`src/rtl/serial_adder_pkg.sv`:
```
// Shared definitions for the bit-serial adder: FSM state encoding, legal width
// range and the bit-counter width derivation.
package serial_adder_pkg;

    typedef enum logic [1:0] {
        ST_IDLE = 2'd0,
        ST_ADD  = 2'd1,
        ST_DONE = 2'd2
    } state_t;

    localparam int WIDTH_MIN = 2;
    localparam int WIDTH_MAX = 32;

    // Counter must be able to hold every bit index 0..WIDTH-1 and the value WIDTH.
    function automatic int cnt_width(input int width);
        return $clog2(width + 1);
    endfunction

endpackage

```
`src/rtl/serial_adder_full_adder_cell.sv`:
```
// One-bit full adder: the single arithmetic slice reused by the serial adder
// and by other bit-serial blocks of the arithmetic library.
module full_adder_cell (
    input  logic a,
    input  logic b,
    input  logic cin,
    output logic sum,
    output logic cout
);

    assign sum  = a ^ b ^ cin;
    assign cout = (a & b) | (a & cin) | (b & cin);

endmodule

```
`src/rtl/serial_adder.sv`:
```
// Bit-serial WIDTH-bit adder: operands are shifted LSB-first through one full
// adder and a carry flip-flop; the result is registered and announced by Done_Out.
module serial_adder
    import serial_adder_pkg::*;
#(
    parameter int WIDTH = 8
) (
    input  logic             Clock_In,
    input  logic             Reset_n_In,
    input  logic             Start_In,
    input  logic [WIDTH-1:0] Data_A_In,
    input  logic [WIDTH-1:0] Data_B_In,
    input  logic             Carry_In,
    output logic             Busy_Out,
    output logic             Done_Out,
    output logic [WIDTH-1:0] Sum_Out,
    output logic             Carry_Out
);

    localparam int              CNT_W    = cnt_width(WIDTH);
    localparam logic [CNT_W-1:0] LAST_BIT = CNT_W'(WIDTH - 1);

    state_t           state;
    state_t           state_nxt;

    logic [WIDTH-1:0] a_sh;
    logic [WIDTH-1:0] b_sh;
    logic [WIDTH-1:0] acc;
    logic [WIDTH-1:0] sum_q;
    logic             carry_q;
    logic             carry_out_q;
    logic [CNT_W-1:0] cnt;

    logic             load;
    logic             step;
    logic             last;
    logic             bit_sum;
    logic             bit_carry;

    full_adder_cell u_bit_slice (
        .a    (a_sh[0]),
        .b    (b_sh[0]),
        .cin  (carry_q),
        .sum  (bit_sum),
        .cout (bit_carry)
    );

    assign last = (cnt == LAST_BIT);

    // NOTE: sequential state uses non-blocking assignments so every register
    // samples the pre-edge values, independent of statement order.
    always_ff @(posedge Clock_In or negedge Reset_n_In) begin
        if (!Reset_n_In) begin
            state <= ST_IDLE;
        end else begin
            state <= state_nxt;
        end
    end

    // NOTE: every output of this block gets a default first, so no path
    // through the case leaves a signal unassigned and no latch is inferred.
    always_comb begin
        state_nxt = state;
        load      = 1'b0;
        step      = 1'b0;
        case (state)
            ST_IDLE: begin
                if (Start_In) begin
                    load      = 1'b1;
                    state_nxt = ST_ADD;
                end
            end
            ST_ADD: begin
                step = 1'b1;
                if (last) begin
                    state_nxt = ST_DONE;
                end
            end
            ST_DONE: begin
                state_nxt = ST_IDLE;
            end
            default: begin
                state_nxt = ST_IDLE;
            end
        endcase
    end

    // NOTE: all datapath registers are reset, because an aborted operation
    // must not leak a partial sum or stale carry into the visible outputs.
    always_ff @(posedge Clock_In or negedge Reset_n_In) begin
        if (!Reset_n_In) begin
            a_sh        <= '0;
            b_sh        <= '0;
            acc         <= '0;
            carry_q     <= 1'b0;
            cnt         <= '0;
            sum_q       <= '0;
            carry_out_q <= 1'b0;
        end else if (load) begin
            a_sh    <= Data_A_In;
            b_sh    <= Data_B_In;
            carry_q <= Carry_In;
            acc     <= '0;
            cnt     <= '0;
        end else if (step) begin
            a_sh    <= a_sh >> 1;
            b_sh    <= b_sh >> 1;
            carry_q <= bit_carry;
            acc     <= {bit_sum, acc[WIDTH-1:1]};
            cnt     <= cnt + 1'b1;
            // The final slice goes straight into the result register.
            if (last) begin
                sum_q       <= {bit_sum, acc[WIDTH-1:1]};
                carry_out_q <= bit_carry;
            end
        end
    end

    assign Busy_Out  = (state != ST_IDLE);
    assign Done_Out  = (state == ST_DONE);
    assign Sum_Out   = sum_q;
    assign Carry_Out = carry_out_q;

endmodule
```
`config.mk`:
```
export PLATFORM = sky130hd
export DESIGN_NAME = serial_adder
export DESIGN_NICKNAME = d
export VERILOG_FILES = /design/src/rtl/serial_adder_pkg.sv /design/src/rtl/serial_adder_full_adder_cell.sv /design/src/rtl/serial_adder.sv
export SDC_FILE = /design/constraint.sdc
export NUM_CORES = 1
export LEC_CHECK = 0
export ABC_AREA = 1
export CAP_MARGIN = 40
export CORE_MARGIN = 5
export CORE_UTILIZATION = 47
export CTS_CLUSTER_DIAMETER = 80
export DETAILED_ROUTE_END_ITERATION = 16
export GPL_ROUTABILITY_DRIVEN = 0
export PLACE_DENSITY = 0.75
export SYNTH_ARGS = -nofsm -noshare
export SYNTH_HDL_FRONTEND = slang
export SYNTH_HIERARCHICAL = 1
export SYNTH_SLANG_ARGS = --single-unit
```
`constraint.sdc`:
```
create_clock -name Clock_In -period 1.3 [get_ports Clock_In]
set_clock_uncertainty 0.1 [all_clocks]
set_input_delay 0.195 -clock Clock_In [delete_from_list [all_inputs] [get_ports Clock_In]]
set_output_delay 0.195 -clock Clock_In [all_outputs]
set_load 0.05 [all_outputs]
```
==> impl_results.md <==
* Outcome: complete, but fails checks
* Failing checks: setup timing
* Max Freq at 739.1 MHz
* Mapped Cells at 223
* Fin area at 2661 sq um
* Die Area at 5088 sq um
* CP Data Arrival Time at 1.06 ns
* Max-slew violation count at 0
* End of the worst register-to-register path: Sum_Out[1]
* WL final at 4.191 mm
* DP Worst Slack at -0.1652 ns
* P_leak at 1.377 nW
* Nets@finish at 296
* Worst-path clk slew at 0.07 ns
* Syn_nets at 245
* YS warnings at 6
* Fin util at 0.7269
* CTS Buf Count at 5
* Via-per-instance ratio at 4.709
* Final setup fails at 15
* First-pass GRT wire length at 6.900 mm
* Critical Path Sink Type: primary output
* Area growth syn-to-layout at 50.53%
* Maximum VDD drop at 1.320 mV
* DP Wirelength at 2.477 mm
* # port buffers at 30
* Post-synth cell types at 17
* Area of the mapped netlist at 1768 sq um
* Crit path buffers/inverters at 2
* Placeable Area at 3661 sq um
* Worst reg-to-reg setup slack at -0.03 ns
* Register area share after synthesis at 0.5520
* Antenna-violating nets left at 0
* CP cell instances: inv_4, nor2_4, buf_12
* CTS tree: done
* Unrepaired setup endpoints after global routing: true
* Die Height at 71.33 microns
* Critical Path Fanout Max at 3
* Max_slew headroom at 0.7855
* Wire per inst at 12.98 microns
* # clock sinks at 39
* Critical path required time at 1.00 ns
* Commonest non-fill, non-tap cell in the layout: nand2_1
* Min Tclk post-route at 1.353 ns
* Via count at 1521
* Crit share post-route at 1.041
* Worst setup path category: flip-flop to primary output
* Flops & latches, synth at 39
* Antenna diodes at 0
* Slowest CP cell: dfrtp_2
* Fin. Hold Viols at 0
* H-tree depth at 2
* First-pass DRT Iterations at 4
* Most frequent cells in the layout: nand2_1 (105), dfrtp_1 (37), inv_1 (21)
* Placement Cell Area at 2288 sq um
* CP top delay family: flip-flops
* Layout cells sized above 1 at 0.2764
* Startpoint Class: flip-flop
* Setup WS post-layout at -0.05303 ns
* Clock Latency Late Sink at 0.29 ns
* Initial antenna violation count at 0
* Final non-filler cell total at 323
* Largest net degree at the start of global routing at 40
* Tightest Hold Check Type: input pin to async pin
* Worst-Margin Slew at 0.3217 ns
* Max Root-Sink Buffers at 2
* Inst Count DP at 305
* Grt ovf at 0
* Pwr dens at 2198 nW/um^2
* Vias in the first global route at 1520
* R2r worst-path depth at 7
* Initial DRC Count at 100
* Avg Cell Area, Syn at 7.928 sq um
* # DRC at 0
* IO Count at 31
* Die X at 71.33 microns
* Initial core utilization at 0.4829
* Placement Rows at 22
* Clock Root Buffer: clkbuf_8
* Max cap viols at 0
* Total GRT Usage at 0.1705
* Crit path largest cell delay at 0.44 ns
* Reg2reg start: cnt[0]
per-layer routing:
metal | track usage | part of all wire | up-vias
li1 | - | - | 767
met1 | 0.2276 | 0.42 | 714
met2 | 0.2684 | 0.52 | 34
met3 | 0.04488 | 0.043 | 6
met4 | 0.06054 | 0.015 | 0
met5 | 0 | 0 | -
worst max path at each step:
stage                     slack (ns)     start    endpoint  depth (start not counted)
after CTS                      -0.05  state[1]    Done_Out                          3
final                          -0.05  state[1]    Done_Out                          3
after floorplan                 0.03    cnt[0]  Sum_Out[1]                          7
after global routing            -0.1  state[0]      cnt[0]                          4
after detailed placement       -0.17  Start_In     b_sh[1]                          6
after global placement         -0.13  Start_In     a_sh[1]                          6
report_power, final:
part / switching [mW] / internal (mW)
Clock: 0.403 / 0.484
Sequential: 0.441 / 1.69
Combinational: 1.51 / 1.33
Total: 2.35 / 3.50
sequential cells by signal, summed over array words and instances, names as in the netlist:
name and cells:
carry_q 1, b_sh 8, acc 7, state 2, Sum_Out 8, cnt 4
a_sh 8, Carry_Out 1
final cells by class:
type	count	area, sq um
fillers	252	999.7
flip-flops and latches	39	978.4
multi-input cells	151	773.2
repair buffers	51	641.9
inverters	26	107.6
clock buffers	8	100.1
well taps	48	60.06
synthesized netlist by cell type (all sizes together):
| master | number | area (sq um) |
|---|---|---|
| nand2 | 120 | 455.4 |
| o21ai | 16 | 83.83 |
| ha | 1 | 12.51 |
| dfrtp | 39 | 975.9 |
| nor2 | 6 | 30.03 |
| a21oi | 3 | 15.01 |
| fa | 1 | 20.02 |
| nand3 | 4 | 20.02 |
| inv | 26 | 97.60 |
| buf | 7 | 57.55 |
timing repair:
action / 4_1_cts / 5_1_grt
pin swaps: 6 / 7
setup endpoints to repair: 18 / 40
gates resized for setup: 27 / 28
hold buffers: 1 / 0
gates cloned: 1 / 0
endpoints found under the hold margin: 39 / 0
setup buffers: 5 / 3
tightest hold or removal path, cell delays in order:
cell and delay (ns):
dlygate4sd3_1 0.52, buf_2 0.12, buf_12 0.22
through the flow:
stage / power, mW / TNS [ns] / hold slack (ns)
final: 5.850 / -0.3256 / 0.2956
after global routing: 6.211 / -2.044 / 0.3317
after floorplan: 3.339 / 0 / -0.2006
after detailed placement: 4.339 / -3.391 / 0.07632
after global placement: 4.244 / -2.653 / 0.07525
after CTS: 5.489 / -0.3762 / 0.3034
kinds of logic (layout without fill, tap and decap cells):
group                    after synthesis  count (layout)  synth area share
AO/OA/AOI/OAI                         19              19           0.05591
buffers and inverters                 33              85           0.08776
flip-flops                            39              39            0.5520
adder cells (fa/ha/maj)                2               2           0.01840
AND/OR/NAND/NOR                      130             130            0.2859
Note: power is estimated with default switching activity, not from simulation.
